[config.mk]
export PLATFORM = sky130hd
export DESIGN_NAME = choice_update_ctrl_flat
export DESIGN_NICKNAME = d
export VERILOG_FILES = /design/src/rtl/tournament_pkg.sv /design/src/rtl/choice_update_ctrl_if.sv /design/src/rtl/tournament_inflight_fifo.sv /design/src/rtl/choice_update_ctrl.sv /design/src/flat_wrapper.sv
export SDC_FILE = /design/constraint.sdc
export NUM_CORES = 1
export LEC_CHECK = 0
export BUFFER_PORTS_ARGS = -buffer_cell sky130_fd_sc_hd__buf_2
export CORE_ASPECT_RATIO = 1.5
export CORE_MARGIN = 1.5
export CORE_UTILIZATION = 45
export CTS_BUF_LIST = sky130_fd_sc_hd__clkbuf_8
export DETAILED_ROUTE_END_ITERATION = 7
export PLACE_DENSITY = 0.66
export SETUP_SLACK_MARGIN = 0.15
export SLEW_MARGIN = 40
export SYNTH_ARGS = -nofsm -noshare
export SYNTH_HDL_FRONTEND = slang
export SYNTH_SLANG_ARGS = --single-unit
[constraint.sdc]
create_clock -name clock -period 4.85 [get_ports clock]
set_input_delay 0.2425 -clock clock [delete_from_list [all_inputs] [get_ports clock]]
set_output_delay 0.2425 -clock clock [all_outputs]
set_load 0.05 [all_outputs]
[src/rtl/tournament_pkg.sv]
// Shared types for the tournament choice-table controller: table ops, controller states,
// the in-flight prediction record and the choice-counter init value.
package tournament_pkg;

  localparam int unsigned HistWDefault = 12;

  typedef enum logic [1:0] {
    OpNop  = 2'b00,
    OpInc  = 2'b01,
    OpDec  = 2'b10,
    OpInit = 2'b11
  } tbl_op_e;

  typedef enum logic {
    StInit = 1'b0,
    StRun  = 1'b1
  } ctrl_state_e;

  typedef struct packed {
    logic [HistWDefault-1:0] hist;
    logic                    lp;
    logic                    gp;
  } inflight_t;

  // Weakly-favour-global midpoint written by the init sweep.
  function automatic int unsigned choice_init_val(input int unsigned ctr_w);
    return 32'd1 << (ctr_w - 1);
  endfunction

endpackage

[src/rtl/choice_update_ctrl_if.sv]
// Predictor-side and table-side signals of choice_update_ctrl; master = predictor/table side,
// slave = controller.
interface choice_update_ctrl_if #(
  parameter int unsigned HIST_W = 12
);
  logic              pred_valid;
  logic              pred_ready;
  logic [HIST_W-1:0] pred_hist;
  logic              lp_pred;
  logic              gp_pred;
  logic              resolve_valid;
  logic              resolve_taken;
  logic              flush;
  logic              tbl_we;
  logic [HIST_W-1:0] tbl_idx;
  logic [1:0]        tbl_op;
  logic              init_busy;
  logic              resolve_err;
  logic [15:0]       stat_gp_wins;
  logic [15:0]       stat_lp_wins;

  modport master (
    output pred_valid, pred_hist, lp_pred, gp_pred, resolve_valid, resolve_taken, flush,
    input  pred_ready, tbl_we, tbl_idx, tbl_op, init_busy, resolve_err,
    input  stat_gp_wins, stat_lp_wins
  );

  modport slave (
    input  pred_valid, pred_hist, lp_pred, gp_pred, resolve_valid, resolve_taken, flush,
    output pred_ready, tbl_we, tbl_idx, tbl_op, init_busy, resolve_err,
    output stat_gp_wins, stat_lp_wins
  );
endinterface

[src/rtl/tournament_inflight_fifo.sv]
// In-flight prediction FIFO: push/pop/flush with full/empty and a combinational head.
// Flush empties after the same-cycle pop and discards a same-cycle push.
module tournament_inflight_fifo
  import tournament_pkg::*;
#(
  parameter int unsigned DEPTH = 4,
  parameter type payload_t = inflight_t
) (
  input  logic     clock,
  input  logic     reset,
  input  logic     push,
  input  payload_t push_data,
  input  logic     pop,
  input  logic     flush,
  output payload_t head,
  output logic     full,
  output logic     empty
);

  localparam int unsigned PtrW = $clog2(DEPTH);
  localparam int unsigned CntW = PtrW + 1;

  payload_t            mem_q [DEPTH];
  logic     [PtrW-1:0] wr_ptr_q, rd_ptr_q;
  logic     [CntW-1:0] count_q;
  logic                push_ok, pop_ok;

  assign full    = (count_q == CntW'(DEPTH));
  assign empty   = (count_q == '0);
  assign head    = mem_q[rd_ptr_q];
  // A full FIFO rejects a push even when a pop frees a slot in the same cycle.
  assign push_ok = push && !full && !flush;
  assign pop_ok  = pop && !empty;

  always_ff @(posedge clock) begin
    if (reset || flush) begin
      wr_ptr_q <= '0;
      rd_ptr_q <= '0;
      count_q  <= '0;
    end else begin
      if (push_ok) wr_ptr_q <= wr_ptr_q + PtrW'(1);
      if (pop_ok)  rd_ptr_q <= rd_ptr_q + PtrW'(1);
      count_q <= count_q + CntW'(push_ok) - CntW'(pop_ok);
    end
  end

  always_ff @(posedge clock) begin
    if (push_ok) mem_q[wr_ptr_q] <= push_data;
  end

endmodule

[src/rtl/choice_update_ctrl.sv]
// Choice-table controller: post-reset INIT sweep, then one registered INC/DEC per resolved
// branch. Optional win counters are built only when CHOICE_STATS_EN is defined.
module choice_update_ctrl
  import tournament_pkg::*;
#(
  parameter int unsigned HIST_W = 12,
  parameter int unsigned CTR_W  = 3,
  parameter int unsigned DEPTH  = 4
) (
  input logic                clock,
  input logic                reset,
  choice_update_ctrl_if.slave bus
);

  if (CTR_W < 1 || CTR_W > 16) begin : g_bad_ctr_w
    $error("CTR_W must be in 1..16");
  end
  if (DEPTH < 2 || (DEPTH & (DEPTH - 1)) != 0) begin : g_bad_depth
    $error("DEPTH must be a power of 2 and >= 2");
  end

  // Same fields as inflight_t, sized to this instance's history width.
  typedef struct packed {
    logic [HIST_W-1:0] hist;
    logic              lp;
    logic              gp;
  } entry_t;

  ctrl_state_e       state_q, state_d;
  logic [HIST_W:0]   sweep_q, sweep_d;
  logic              tbl_we_q, tbl_we_d;
  logic [HIST_W-1:0] tbl_idx_q, tbl_idx_d;
  tbl_op_e           tbl_op_q, tbl_op_d;
  logic              err_q, err_d;

  entry_t  push_entry, head;
  logic    full, empty, run, upd_fire;
  tbl_op_e upd_op;

  assign run        = (state_q == StRun);
  assign push_entry = '{hist: bus.pred_hist, lp: bus.lp_pred, gp: bus.gp_pred};

  tournament_inflight_fifo #(
    .DEPTH     (DEPTH),
    .payload_t (entry_t)
  ) u_fifo (
    .clock     (clock),
    .reset     (reset),
    .push      (run && bus.pred_valid),
    .push_data (push_entry),
    .pop       (run && bus.resolve_valid),
    .flush     (run && bus.flush),
    .head      (head),
    .full      (full),
    .empty     (empty)
  );

  assign upd_fire = run && bus.resolve_valid && !empty;

  always_comb begin
    upd_op = OpNop;
    if ((head.gp == bus.resolve_taken) && (head.lp != bus.resolve_taken)) begin
      upd_op = OpInc;
    end else if ((head.lp == bus.resolve_taken) && (head.gp != bus.resolve_taken)) begin
      upd_op = OpDec;
    end
  end

  always_comb begin
    state_d   = state_q;
    sweep_d   = sweep_q;
    tbl_we_d  = 1'b0;
    tbl_idx_d = tbl_idx_q;
    tbl_op_d  = OpNop;
    err_d     = 1'b0;
    case (state_q)
      StInit: begin
        // The extra MSB marks "last index already issued"; leave on the following cycle.
        if (sweep_q[HIST_W]) begin
          state_d = StRun;
        end else begin
          tbl_we_d  = 1'b1;
          tbl_op_d  = OpInit;
          tbl_idx_d = sweep_q[HIST_W-1:0];
          sweep_d   = sweep_q + {{HIST_W{1'b0}}, 1'b1};
        end
      end
      StRun: begin
        if (bus.resolve_valid) begin
          if (empty) begin
            err_d = 1'b1;
          end else begin
            tbl_idx_d = head.hist;
            tbl_op_d  = upd_op;
            tbl_we_d  = (upd_op != OpNop);
          end
        end
      end
      default: state_d = StInit;
    endcase
  end

  always_ff @(posedge clock) begin
    if (reset) begin
      state_q   <= StInit;
      sweep_q   <= '0;
      tbl_we_q  <= 1'b0;
      tbl_idx_q <= '0;
      tbl_op_q  <= OpNop;
      err_q     <= 1'b0;
    end else begin
      state_q   <= state_d;
      sweep_q   <= sweep_d;
      tbl_we_q  <= tbl_we_d;
      tbl_idx_q <= tbl_idx_d;
      tbl_op_q  <= tbl_op_d;
      err_q     <= err_d;
    end
  end

  assign bus.pred_ready  = run && !full;
  assign bus.tbl_we      = tbl_we_q;
  assign bus.tbl_idx     = tbl_idx_q;
  assign bus.tbl_op      = tbl_op_q;
  assign bus.init_busy   = (state_q == StInit);
  assign bus.resolve_err = err_q;

`ifdef CHOICE_STATS_EN
  logic [15:0] gp_wins_q, lp_wins_q;

  always_ff @(posedge clock) begin
    if (reset) begin
      gp_wins_q <= '0;
      lp_wins_q <= '0;
    end else if (upd_fire) begin
      if (upd_op == OpInc && gp_wins_q != 16'hFFFF) gp_wins_q <= gp_wins_q + 16'd1;
      if (upd_op == OpDec && lp_wins_q != 16'hFFFF) lp_wins_q <= lp_wins_q + 16'd1;
    end
  end

  assign bus.stat_gp_wins = gp_wins_q;
  assign bus.stat_lp_wins = lp_wins_q;
`else
  logic unused_fire;
  assign unused_fire      = upd_fire;
  assign bus.stat_gp_wins = '0;
  assign bus.stat_lp_wins = '0;
`endif

endmodule

[src/flat_wrapper.sv]
// flat-port wrapper written by rule: the top's interface ports become plain ports
module choice_update_ctrl_flat import tournament_pkg::*;
#(
  parameter int unsigned HIST_W = 12,
  parameter int unsigned CTR_W  = 3,
  parameter int unsigned DEPTH  = 4
)
  (clock, reset, bus_pred_valid, bus_pred_hist, bus_lp_pred, bus_gp_pred, bus_resolve_valid, bus_resolve_taken, bus_flush, bus_pred_ready, bus_tbl_we, bus_tbl_idx, bus_tbl_op, bus_init_busy, bus_resolve_err, bus_stat_gp_wins, bus_stat_lp_wins);
  choice_update_ctrl_if #(.HIST_W(HIST_W)) bus_i ();
  input logic clock;
  input logic reset;
  input wire logic [$bits(bus_i.pred_valid)-1:0] bus_pred_valid;
  input wire logic [$bits(bus_i.pred_hist)-1:0] bus_pred_hist;
  input wire logic [$bits(bus_i.lp_pred)-1:0] bus_lp_pred;
  input wire logic [$bits(bus_i.gp_pred)-1:0] bus_gp_pred;
  input wire logic [$bits(bus_i.resolve_valid)-1:0] bus_resolve_valid;
  input wire logic [$bits(bus_i.resolve_taken)-1:0] bus_resolve_taken;
  input wire logic [$bits(bus_i.flush)-1:0] bus_flush;
  output wire logic [$bits(bus_i.pred_ready)-1:0] bus_pred_ready;
  output wire logic [$bits(bus_i.tbl_we)-1:0] bus_tbl_we;
  output wire logic [$bits(bus_i.tbl_idx)-1:0] bus_tbl_idx;
  output wire logic [$bits(bus_i.tbl_op)-1:0] bus_tbl_op;
  output wire logic [$bits(bus_i.init_busy)-1:0] bus_init_busy;
  output wire logic [$bits(bus_i.resolve_err)-1:0] bus_resolve_err;
  output wire logic [$bits(bus_i.stat_gp_wins)-1:0] bus_stat_gp_wins;
  output wire logic [$bits(bus_i.stat_lp_wins)-1:0] bus_stat_lp_wins;
  assign bus_i.pred_valid = bus_pred_valid;
  assign bus_i.pred_hist = bus_pred_hist;
  assign bus_i.lp_pred = bus_lp_pred;
  assign bus_i.gp_pred = bus_gp_pred;
  assign bus_i.resolve_valid = bus_resolve_valid;
  assign bus_i.resolve_taken = bus_resolve_taken;
  assign bus_i.flush = bus_flush;
  assign bus_pred_ready = bus_i.pred_ready;
  assign bus_tbl_we = bus_i.tbl_we;
  assign bus_tbl_idx = bus_i.tbl_idx;
  assign bus_tbl_op = bus_i.tbl_op;
  assign bus_init_busy = bus_i.init_busy;
  assign bus_resolve_err = bus_i.resolve_err;
  assign bus_stat_gp_wins = bus_i.stat_gp_wins;
  assign bus_stat_lp_wins = bus_i.stat_lp_wins;
  choice_update_ctrl #(.HIST_W(HIST_W), .CTR_W(CTR_W), .DEPTH(DEPTH)) u_core (.clock(clock), .reset(reset), .bus(bus_i));
endmodule
=== Yosys cells after proc, flatten, opt, wreduce, memory -nomap -nowiden ===
Memories as Yosys holds them, arrays and structs flattened. A register that Yosys moved wholly into a read port is not among the register bits.
Cells that the tools add are included.

* Add/sub/neg operators: 5
* Bitwise operators: 3
* Multiplexer cells: 22
* Eq/ne operators: 8
* Multipliers: 0
* Reduce and logical (&&, ||, !) cells: 18
* Divide/modulo/power cells: 0
* Shift-type cells: 0
* Order comparisons: 0

{| class="wikitable"
|+ Operators with widths
! kind !! number
|-
| 2-to-1 mux 12 bit || 3
|-
| one-hot mux 12 bit (2 select lines) || 1
|-
| 2-to-1 mux 2 bit || 7
|-
| adder 13 x 1 -> 13 bit, second input constant || 1
|-
| 2-to-1 mux 13 bit || 1
|-
| logical AND 1 bit || 9
|-
| 2-to-1 mux 1 bit || 8
|-
| != test 2 bit, second input constant || 3
|-
| adder 2 x 1 -> 2 bit, second input constant || 2
|-
| one-hot mux 2 bit (2 select lines) || 1
|-
| adder 3 x 1 -> 3 bit || 1
|-
| == test 3 bit, second input constant || 1
|-
| logical NOT 1 bit || 3
|-
| logical NOT 3 bit || 1
|-
| NOT 1 bit || 3
|-
| AND reduction 3 bit || 1
|-
| OR reduction 3 bit || 1
|-
| subtractor 3 x 1 -> 3 bit || 1
|-
| == test 1 bit || 2
|-
| != test 1 bit || 2
|-
| one-hot mux 1 bit (2 select lines) || 1
|-
| AND reduction 2 bit || 1
|-
| nonzero test 2 bit || 1
|-
| logical OR 1 bit || 1
|}

* Word-level logic and storage cells: 67
* Bits in writable memories: 56
* Output and inout port bits: 50
* ROM bits: 0
* Flip-flop bits (word level): 37
* Memories kept: 1
* Bits in latches: 0
* Input bits: 20

{| class="wikitable"
|+ Memories
! memory !! depth !! width !! read ports !! clocked after memory_dff !! write ports !! RTL line !! source
|-
| u_core.u_fifo.mem_q || 4 || 14 || 1 || 1 || 1 || tournament_inflight_fifo.sv:23 || <nowiki>payload_t mem_q [DEPTH];</nowiki>
|}

=== Longest topological paths before layout ===
* Word-level depth: 8
* Depth in mapped cells: 12
* Mapped depth without buffers: 11

=== Cells and area by module ===
A second synthesis with hierarchy kept.

* Cells, all modules: 309
* Area, all modules: 4150.2 um^2

{| class="wikitable"
|+ By module, submodules not included
! module !! cells an instance !! sequential area each (um^2) !! times used !! area each (um^2)
|-
| tournament_inflight_fifo || 124 || 1861.8 || 1 || 2514.9
|-
| choice_update_ctrl || 185 || 600.6 || 1 || 1635.3
|}

=== Least setup slack after synthesis ===
Ideal clock, no wire load.

* Kind: reg2reg
* From: reg u_core.state_q, in the netlist u_core.run
* To: reg u_core.u_fifo.count_q[2]
* Cell stages (with the launch flop): 13
* Setup slack: 2.109 ns
* Period minus slack after synthesis: 2.741 ns
* Setup time: 0.115 ns
* Data arrival time: 2.626 ns
* Data required time: 4.735 ns
* Path buffers: 1
* Cell sequence: dfxtp_1 > buf_4 > inv_1 > nor4b_4 > inv_1 > ha_1 > inv_1 > ha_1 > inv_1 > fa_1 > xnor2_1 > xnor2_1 > and2_1

* Longest elaborated chain between the ends: 5
* Elaborated cells on any way between the ends: 10
* Those cells by class: add/sub (2); reduce/logical (8)

{| class="wikitable"
|+ RTL lines
! what !! RTL line !! source
|-
| start: declaration || choice_update_ctrl.sv:29 || <nowiki>ctrl_state_e state_q, state_d;</nowiki>
|-
| start signal: assignment || choice_update_ctrl.sv:105 || <nowiki>state_q <= StInit;</nowiki>
|-
| start signal: assignment || choice_update_ctrl.sv:112 || <nowiki>state_q <= state_d;</nowiki>
|-
| logical AND 1 bit, on equally long branches || choice_update_ctrl.sv:49, choice_update_ctrl.sv:52 ||
|-
| logical AND 1 bit / logical NOT 1 bit (equally long branches) || tournament_inflight_fifo.sv:32 || <nowiki>assign push_ok = push && !full && !flush;</nowiki>
|-
| logical AND 1 bit || tournament_inflight_fifo.sv:32 ||
|-
| adder 3 x 1 -> 3 bit || tournament_inflight_fifo.sv:43 || <nowiki>count_q <= count_q + CntW'(push_ok) - CntW'(pop_ok);</nowiki>
|-
| subtractor 3 x 1 -> 3 bit || tournament_inflight_fifo.sv:43 ||
|-
| end signal: assignment || tournament_inflight_fifo.sv:43 ||
|-
| end: declaration || tournament_inflight_fifo.sv:25 || <nowiki>logic [CntW-1:0] count_q;</nowiki>
|}

Several ways; a longest one is shown, not always the timed one.
A chain may end at the register's enable or synchronous reset.

=== Worst setup path after layout ===
Ends and elaborated chain as after synthesis.

==> impl_summary.txt <==
----------------------------------------------------
[Run status]
  Result of the run ... completed

[Setup path]
  Largest delay share family, worst path ... adder cells
  Critical Path Start Type ... flip-flop
  Data arrival time of the critical path ... 3.05 ns
  Crit-path cells ... inv_1 > nor4b_4 > inv_1 > ha_1 > inv_1 > ha_1 > inv_1 > fa_1 > xnor2_1 > xnor2_1 > and2_1
  Critical Path RT ... 5.11 ns
  Crit-path max cell delay ... 0.59 ns
  Crit Path Max Fanout ... 8
  Slowest cell on the critical path ... dfxtp_1
  Most Frequent Cell on Critical Path ... inv_1
  Number of buffer and inverter stages on the critical path ... 4
  Worst Path Class, Setup ... reg -> reg
  Capturing element type of the critical path ... flip-flop

[Synth]
  Cell types with the highest counts after synthesis ... 56 x edfxtp_1, 39 x dfxtp_1, 34 x buf_4, 15 x a21oi_1
  Average cell area after synthesis ... 13.65 µm²
  Count of flip-flops with a built-in enable after synthesis ... 56
  Unique cell type count in the Yosys netlist ... 43
  Async set-reset flop share out of synthesis ... 0
  Simple-gate area share of the yosys netlist ... 0.09288
  Cell taking the most area after synthesis ... edfxtp_1
  Post-synth top area share ... 0.4053
  Cell count after synthesis ... 304
  Portion of netlist area occupied by mux cells ... 0.1179
  Top FF cell, synth ... edfxtp_1
  Total of flip-flops plus latches after synthesis ... 95
  Post-synthesis instance area ... 0.004149 mm²
  Post-synthesis adder-cell area fraction ... 0.03197
  Yosys warnings ... 0
  Synth Area in Compound Gates ... 0.06514
  Post-Synth XOR/XNOR Area ... 0.01267
  Cell types occupying the most area after synthesis ... edfxtp_1 41%, dfxtp_1 19%, mux4_2 7.6%
  Register area share after synthesis ... 0.5935
  Dominant combinational cell family by area after synthesis ... multiplexers
  Most frequent cell after synthesis ... edfxtp_1

[Timing]
  Count of pins over their slew limit ... 0
  Number of setup violations in the final report ... 0
  Worst-Margin Slew ... about 0.74 ns
  Setup repair after global routing missed its margin ... no
  Final worst path period share ... 0.5744
  Final Critical Period ... 2.786 ns
  Total negative slack for setup checks ... 0 ns
  Headroom to the max-slew limit ... 0.5063
  Worst slack on hold paths ... 0.09614 ns
  Post-route clock skew ... 0.008467 ns
  Final Hold Viols ... 0
  Fmax ... 358.9 MHz

[Route]
  Met3 routed WL ... between 300 and 400 µm
  Drt initial violations ... 209
  DRC violation count after routing ... 0
  Detailed-routing iteration count for the pre-antenna-repair pass ... 4
  Post-route antenna net violation count ... 0
  Post-Route M1 WL ... just under 3 mm
  Via count ... 2350
  Final routed wire length divided by cell count ... 15.80 µm
  Final wirelength ... 7.219 mm
  Avg Vias per Cell ... between 5 and 6
  Max Used Layer ... met4
  Met2 wire len ... 3.920 mm

[Clock network]
  Buffer count from post-CTS setup fixing ... 0
  Insertion delay to the later sink of the worst-skew pair ... 0.36 ns
  Max clock buf depth ... 2
  Number of buffers inserted for hold repair after clock tree synthesis ... 0
  Clock Pin Slew Worst Setup and Hold Paths ... roughly 0.090 ns
  Clk sinks ... 95
  Cell at the root of the clock tree ... clkbuf_8
  CTS tree ... built
  Maximum level of the CTS H-tree ... 3
  Post-cts gate resize count ... 0
  Cts bufs inserted ... 9

[Floorplan]
  Number of rows created at floorplan ... 42
  Area inside the core boundary ... 0.008881 mm²
  Initial Util ... 0.4672
  Die area ... 0.009817 mm²
  Top Ports ... 70
  Die Span Y ... 120.6 µm
  Overall die width ... roughly 81 µm

[Global routing]
  Initial antenna violation count ... 0
  Largest net degree at the start of global routing ... 19
  Total grt overflow ... 0
  Number of global-route vias before repair ... between 2000 and 2500
  Global-route usage over all layers ... 0.1664
  First-pass GRT wire length ... 11.66 mm

[Min path]
  Class of the most critical hold timing path ... in -> reg

[Power and ir drop]
  Power per standard cell area ... 333.8 mW/mm²
  P_leak ... 0.001598 µW
  Worst VDD drop ... between 0.0002 and 0.00025 V

[Cells and area]
  Number of fill cells ... between 700 and 800
  # diodes ... 0
  Layout area overhead ... 8.715%
  Summed area of non-filler cells in the final layout ... around 0.0045 mm²
  Nets ... 372
  Core Util, Final ... 0.5079
  Fraction of final layout cells with drive strength greater than 1 ... 0.2190

[Placement]
  HPWL after DPL ... 5.021 mm
  Gp weighted congestion ... 0.7957
  DP Area ... 0.004305 mm²
  Port Buffer Count ... 37

[Job]
  Max-Cap Viols ... 0

----------------------------------------------------
[path summary, 6_finish.rpt]
kind                                            from                             endpoint  slack [ns]  cells past startpoint
setup / recovery               u_core.run$_SDFF_PP0_  u_core.u_fifo.count_q[2]$_SDFF_PP0_        2.06                     11
hold / removal                      bus_pred_hist[1]  u_core.u_fifo.mem_q[1][3]$_DFFE_PP_         0.1                      1
setup reg to reg               u_core.run$_SDFF_PP0_  u_core.u_fifo.count_q[2]$_SDFF_PP0_        2.06                     11
hold reg to reg   u_core.bus.tbl_idx[3]$_SDFFE_PP0P_   u_core.bus.tbl_idx[3]$_SDFFE_PP0P_        0.48                      2
[flip-flops by register name, summed over array words and instances (netlist names), named ones only]
| name | count |
|---|---|
| u_core.bus.resolve_err | 1 |
| u_core.bus.tbl_idx | 12 |
| u_core.bus.tbl_op | 2 |
| u_core.bus.tbl_we | 1 |
| u_core.run | 1 |
| u_core.sweep_q | 13 |
| u_core.u_fifo.count_q | 3 |
| u_core.u_fifo.mem_q | 56 |
| u_core.u_fifo.rd_ptr_q | 2 |
| u_core.u_fifo.wr_ptr_q | 2 |
[layout by cell type, fill, tap and decap left out, drive strengths merged, types with 2 or more instances in the layout]
cell / Yosys / routed
clkinv: 1 / 3
buf: 38 / 39
nor2: 11 / 11
conb: 1 / 32
or4: 3 / 3
clkbuf: 5 / 9
nand3: 9 / 9
dfxtp: 39 / 39
xnor2: 5 / 5
nand4: 2 / 2
o21ai: 10 / 10
edfxtp: 56 / 56
o31ai: 9 / 9
nor4: 2 / 2
nor3b: 2 / 2
mux2i: 14 / 14
and2: 6 / 6
bufinv: 0 / 2
a21boi: 2 / 2
nor2b: 4 / 4
nor3: 3 / 3
ha: 9 / 9
or3: 3 / 3
mux2: 3 / 3
nand4bb: 2 / 2
a21oi: 15 / 15
mux4: 14 / 14
nand4b: 2 / 2
nand2: 12 / 12
inv: 13 / 16
[through the flow]
| stage | worst slack [ns] | total power (µW) | instances |
|---|---|---|---|
| final | 2.064 | 1506 | 457 |
| after global routing | 1.830 | 1558 | 457 |
| after CTS | 2.057 | 1520 | 457 |
| after detailed placement | 2.098 | 977.4 | 441 |
| after global placement | 2.182 | 975.8 | 441 |
| after floorplan | 2.109 | 977.6 | 335 |
[metal layers]
metal,up-vias,global-route usage
met5,-,0
met1,1138,0.1991
met4,0,0.07220
met2,79,0.2738
met3,7,0.04755
li1,1126,-
[where the power goes]
| part | leakage [µW] | internal (µW) | switching [µW] |
|---|---|---|---|
| Sequential | 0.000819 | 856 | 4.61 |
| Combinational | 0.000662 | 14.9 | 83.0 |
| Clock | 0.000117 | 283 | 264 |
[logic make-up after synthesis]
kind of cell             after synthesis
buffers and inverters                 57
flip-flops                            95
multiplexers                          31
adder cells (fa/ha/maj)               10
AND/OR/NAND/NOR                       64
AO/OA/AOI/OAI                         40
XOR/XNOR                               6
other                                  1
[cell type report]
cell class / count / area (µm²) / share of cell area
Timing Repair Buffer: 39 / 200.2 / 0.04438
Inverter: 14 / 52.55 / 0.01165
Sequential cell: 95 / 2462 / 0.5459
Clock buffer: 9 / 123.9 / 0.02746
Multi-Input combinational cell: 183 / 1453 / 0.3221
Clock inverter: 7 / 81.33 / 0.01803
Tap cell: 110 / 137.6 / 0.03051
No activity file was read; power rests on OpenSTA's default activity.
